$ cat config.mk
export PLATFORM = sky130hd
export DESIGN_NAME = fetch_unit
export DESIGN_NICKNAME = d
export VERILOG_FILES = /design/src/rtl/fetch_unit.sv
export SDC_FILE = /design/constraint.sdc
export NUM_CORES = 1
export LEC_CHECK = 0
export ABC_AREA = 1
export BUFFER_PORTS_ARGS = -buffer_cell sky130_fd_sc_hd__buf_2
export CORE_ASPECT_RATIO = 1.1
export CORE_MARGIN = 2
export CORE_UTILIZATION = 55
export CTS_CLUSTER_SIZE = 20
export DETAILED_ROUTE_END_ITERATION = 12
export PLACE_DENSITY_LB_ADDON = 0.12
export SETUP_SLACK_MARGIN = 0.3
export SYNTH_ARGS = -nofsm -noshare
export SYNTH_HDL_FRONTEND = slang
export SYNTH_SLANG_ARGS = --single-unit
$ cat constraint.sdc
create_clock -name clk -period 8.6 [get_ports clk]
set_input_delay 0 -clock clk [delete_from_list [all_inputs] [get_ports clk]]
set_output_delay 0 -clock clk [all_outputs]
set_load 0.01 [all_outputs]
$ cat src/rtl/fetch_unit.sv
// IF-stage fetch unit: owns the PC, runs the req/ack instruction-memory handshake and
// presents {PC, instruction, valid} to IF/ID, with one skid entry for fetches completed under freeze.
module fetch_unit #(
    parameter int unsigned          WORD_LEN = 32,
    parameter logic [WORD_LEN-1:0]  RESET_PC = '0,
    parameter int unsigned          PC_STEP  = 4
) (
    input  logic                clk,
    input  logic                rst,
    input  logic                freeze,
    input  logic                branchTaken,
    input  logic [WORD_LEN-1:0] branchAddr,
    output logic                imemReq,
    output logic [WORD_LEN-1:0] imemAddr,
    input  logic                imemAck,
    input  logic [WORD_LEN-1:0] imemData,
    output logic [WORD_LEN-1:0] PC,
    output logic [WORD_LEN-1:0] instruction,
    output logic                instValid
);

    localparam logic [WORD_LEN-1:0] PcStepW = WORD_LEN'(PC_STEP);

    typedef enum logic [1:0] {StFetch, StHeld, StDrain} state_e;

    state_e              state_q, state_d;
    logic [WORD_LEN-1:0] pc_q, pc_d;
    logic [WORD_LEN-1:0] req_addr_q, req_addr_d;
    logic [WORD_LEN-1:0] skid_pc_q, skid_pc_d;
    logic [WORD_LEN-1:0] skid_inst_q, skid_inst_d;
    logic [WORD_LEN-1:0] out_pc_q, out_pc_d;
    logic [WORD_LEN-1:0] out_inst_q, out_inst_d;
    logic                out_valid_q, out_valid_d;
    // Holds the request low for the first cycle after reset release.
    logic                started_q;
    logic                ack_fire;
    logic [WORD_LEN-1:0] pc_inc;

    assign pc_inc   = pc_q + PcStepW;
    assign ack_fire = imemReq & imemAck;

    // State register
    always_ff @(posedge clk or posedge rst) begin
        if (rst) begin
            state_q <= StFetch;
        end else begin
            state_q <= state_d;
        end
    end

    // Next-state logic
    always_comb begin
        state_d = state_q;
        if (branchTaken) begin
            case (state_q)
                StFetch: state_d = (imemReq && !imemAck) ? StDrain : StFetch;
                StDrain: state_d = imemAck ? StFetch : StDrain;
                default: state_d = StFetch;
            endcase
        end else begin
            case (state_q)
                StFetch: if (ack_fire && freeze) state_d = StHeld;
                StHeld:  if (!freeze) state_d = StFetch;
                StDrain: if (imemAck) state_d = StFetch;
                default: state_d = StFetch;
            endcase
        end
    end

    // FSM outputs: a drained request keeps its original address until acked.
    always_comb begin
        imemReq  = started_q && (state_q != StHeld);
        imemAddr = (state_q == StDrain) ? req_addr_q : pc_q;
    end

    // Datapath next-state
    always_comb begin
        pc_d        = pc_q;
        req_addr_d  = req_addr_q;
        skid_pc_d   = skid_pc_q;
        skid_inst_d = skid_inst_q;
        out_pc_d    = out_pc_q;
        out_inst_d  = out_inst_q;
        out_valid_d = out_valid_q;
        if (branchTaken) begin
            pc_d        = branchAddr;
            out_pc_d    = '0;
            out_inst_d  = '0;
            out_valid_d = 1'b0;
            if (state_q == StFetch && imemReq && !imemAck) req_addr_d = pc_q;
        end else begin
            case (state_q)
                StFetch: begin
                    if (ack_fire) begin
                        pc_d = pc_inc;
                        if (!freeze) begin
                            out_pc_d    = pc_inc;
                            out_inst_d  = imemData;
                            out_valid_d = 1'b1;
                        end else begin
                            skid_pc_d   = pc_inc;
                            skid_inst_d = imemData;
                        end
                    end else if (!freeze) begin
                        out_pc_d    = '0;
                        out_inst_d  = '0;
                        out_valid_d = 1'b0;
                    end
                end
                StHeld: begin
                    if (!freeze) begin
                        out_pc_d    = skid_pc_q;
                        out_inst_d  = skid_inst_q;
                        out_valid_d = 1'b1;
                    end
                end
                default: begin
                    if (!freeze) begin
                        out_pc_d    = '0;
                        out_inst_d  = '0;
                        out_valid_d = 1'b0;
                    end
                end
            endcase
        end
    end

    always_ff @(posedge clk or posedge rst) begin
        if (rst) begin
            pc_q        <= RESET_PC;
            req_addr_q  <= '0;
            skid_pc_q   <= '0;
            skid_inst_q <= '0;
            out_pc_q    <= '0;
            out_inst_q  <= '0;
            out_valid_q <= 1'b0;
            started_q   <= 1'b0;
        end else begin
            pc_q        <= pc_d;
            req_addr_q  <= req_addr_d;
            skid_pc_q   <= skid_pc_d;
            skid_inst_q <= skid_inst_d;
            out_pc_q    <= out_pc_d;
            out_inst_q  <= out_inst_d;
            out_valid_q <= out_valid_d;
            started_q   <= 1'b1;
        end
    end

    assign PC          = out_pc_q;
    assign instruction = out_inst_q;
    assign instValid   = out_valid_q;

endmodule

==> Flow_metrics.wiki <==
{| class="wikitable"
! Metric !! Value
|-
| Number of warning messages in the yosys log || 0
|-
| Global router's overall resource usage || 28.78%
|-
| Final setup violating endpoints || 0
|-
| Commonest cells post-synth || nand2_1, dfrtp_1, nor2_1
|-
| Worst r2r dst || instruction[11]
|-
| Final hold violation count || 0
|-
| Die boundary height || around 140 µm
|-
| Register-to-Register Setup Slack || 5300 ps
|-
| Final weighted congestion of routability-driven global placement || between 0.9 and 1
|-
| Placed instance count || 1650
|-
| Number of buffer cells added on primary ports || 166
|-
| Netlist Area Pre-Place || 9776 µm²
|-
| Post-synth top area share || about half
|-
| Biggest area consumer among synthesized cells || dfrtp_1
|-
| Worst EP required || 8970 ps
|-
| Sequential cell area fraction in the yosys report || 50.17%
|-
| Total of fill cells in the finished design || roughly 1.5k
|-
| Count of state elements after synthesis || just under 200
|-
| Via count || ~9k
|-
| Diode count || 0
|-
| Total Die Area || 18860 µm²
|-
| Violation count after the first detailed-routing iteration || 855
|-
| Area taken by flip-flops and latches || 4905 µm²
|-
| Number of detailed-route iterations in the first pass || 6
|-
| Count of unique library cells instantiated by Yosys || 30
|-
| Classification of the worst-slack hold path || in2reg
|-
| Overall power || 2400 µW
|-
| Net Count, Synth || 1385
|-
| Pins over their slew limit || 0
|-
| Worst reg2reg startpoint || state_q[0]
|-
| Clock transition at the register clock pins on the worst setup and hold paths after CTS || 70 ps
|-
| Routed WL || 26620 µm
|-
| Worst Setup EP || instruction[11]
|-
| Number of I/O pins || 167
|-
| Layout overhead on the synthesized area || 20.76%
|-
| Horizontal extent of the die || between 100 and 150 µm
|-
| Final #Nets || 1567
|-
| Initial cell density of the core || 55.71%
|-
| Cell area power density || 203.3 nW/µm²
|-
| Leading cell types by total area after synthesis || dfrtp_1, nand2_1, nor2_1
|-
| Run status || finished clean
|-
| TritonCTS Sinks || roughly 200
|-
| Instance count of the mapped netlist || approximately 1.3k
|-
| Critical path peak fanout || 73
|-
| Number of buffers between clock root and the deepest sink || 2
|-
| Slew Limit Headroom || 27.79%
|-
| Root buffer cell || clkbuf_16
|-
| Antenna violations before repair || 0
|-
| Start-to-end type of the worst setup path || reg2reg
|-
| Unrepaired setup endpoints after global routing || false
|-
| Clock latency reported for the late side of the worst-skew pair || 440 ps
|-
| Vias in the first global route || 8721
|-
| Pin count of the biggest net entering global routing || 114
|-
| First-pass GRT wire length || 43470 µm
|-
| Setup Fix Bufs, Post-CTS || 0
|-
| Final worst path period need || approximately 3300 ps
|-
| Number of maximum-capacitance constraint violations || 0
|-
| Data arrival time at the worst-slack endpoint || 3680 ps
|-
| Cell Rows || 51
|-
| Number of enable-type register cells in the synthesized netlist || 0
|-
| Cell area after layout || about 12000 µm²
|-
| Clock buffers created by TritonCTS || 17
|-
| R2R cell count || 10
|-
| Mean Syn Cell Area || 7.434 µm²
|-
| DRC viols || 0
|-
| Post-route clock skew || 8.176 ps
|-
| Final cycle utilization of the critical path || between 30% and 40%
|-
| Detailed placer's ending HPWL || approximately 17000 µm
|-
| Detail-routed net length per standard cell || 15.24 µm
|-
| Remaining global-route overflow || 0
|-
| Kind of end point of the critical path || flip-flop
|-
| Kind of launch point of the worst setup path || flip-flop
|-
| CTS tree || yes
|-
| Fin cells || 1747
|-
| Highest ir drop seen on vdd || 0.1458 mV
|-
| Number of H-tree levels || 4
|-
| Antenna violation net count after detailed routing || 0
|-
| Upper clock frequency limit || 0.3027 GHz
|-
| Area of the multi-input gates || 4200 µm²
|-
| Total leakage power || 0.006296 µW
|-
| Aggregate negative setup slack || 0 ps
|-
| Worst setup path start || state_q[0]
|-
| Fraction of registers with async set/reset || 100.0%
|-
| Share of post-route cells with drive strength above 1 || ~15%
|-
| Most used standard cell by instance count after synthesis || nand2_1
|-
| Cell area after placement || ~11000 µm²
|-
| Via count normalized by instance count || 5.288
|-
| Worst-Margin Slew || between 1000 and 1500 ps
|-
| Dominant register cell in the synthesized netlist || dfrtp_1
|-
| Area of the core || 17550 µm²
|}
-- registers in the layout, indices dropped and copies added (netlist names) --
register	flops
req_addr_q	32
state_q	2
skid_inst_q	32
PC	32
instValid	1
started_q	1
pc_q	32
skid_pc_q	32
instruction	32
-- stage by stage --
stage               hold WS [ps]  worst slack, ps  util (%)
floorplan                  109.6             3259         -
global placement           211.9             5269     60.45
detailed placement         214.5             5157     60.45
CTS                        104.7             5292     67.27
global route               158.8             4959     67.27
finish                     115.8             5296     67.27
-- repair_timing --
| action | CTS | global route |
|---|---|---|
| hold buffers | 66 | 0 |
| endpoints found under the hold margin | 208 | 0 |
| resized for setup | 0 | 0 |
-- cells in the final DEF (no fill, tap or decap), drive strengths merged, types with 4 or more instances in the layout --
cell type,count
a21oi,92
buf,172
clkbuf,22
clkinv,7
dfrtp,196
dlygate4sd3,66
inv,87
nand2,518
nand3,35
nor2,134
o211ai,10
o21ai,100
o221ai,9
o22ai,38
or2,4
xor2,13
-- report_power, final --
group          internal (µW)  switching (µW)  total (µW)
Clock                    398             348         746
Sequential              1080            97.8        1170
Combinational            184             297         481
Total                   1660             743        2400
-- cells by family after synthesis --
logic type	share of synthesized area, %
and+or+nand+nor	27.45
AOI/OAI and AO/OA	14.08
DFF	50.17
buffers and inverters	6.963
xor gates and xnor gates	1.165
adders and majority gates	0.1280
other	0.03836
-- area by class of cell --
cell class                      count  area share (%)
Clock inverter                      9          0.4451
Multi-Input combinational cell    959           35.58
Inverter                           85           2.787
Sequential cell                   196           41.55
Clock buffer                       22           4.102
Timing Repair Buffer              238           13.02
Tap cell                          238           2.523
-- metal layers --
layer / part of all wire [%] / track usage [%]
met4: 2.4 / 10.35
met5: 0 / 0
met1: 46 / 39.52
met3: 5.7 / 5.115
met2: 46 / 46.48
-- critical path: stages, from the launching register on --
cell and delay [ps]:
dfrtp_1 400, nor2_2 80, nand3_2 70, inv_2 170, nand2_2 290, inv_4 110, nand2_4 550, nand3_2 470
inv_2 790, nand2_1 150, nand2_1 100
-- worst min-delay path by stage --
| stage | start | depth (start not counted) | end |
|---|---|---|---|
| after global placement | imemData[31] | 3 | skid_inst_q[31] |
| after detailed placement | rst | 2 | instruction[9] |
| after floorplan | imemData[0] | 2 | skid_inst_q[0] |
| after CTS | branchTaken | 3 | pc_q[0] |
| after global routing | branchTaken | 3 | pc_q[0] |
| final | branchTaken | 3 | pc_q[0] |
No activity file was read; power rests on OpenSTA's default activity.
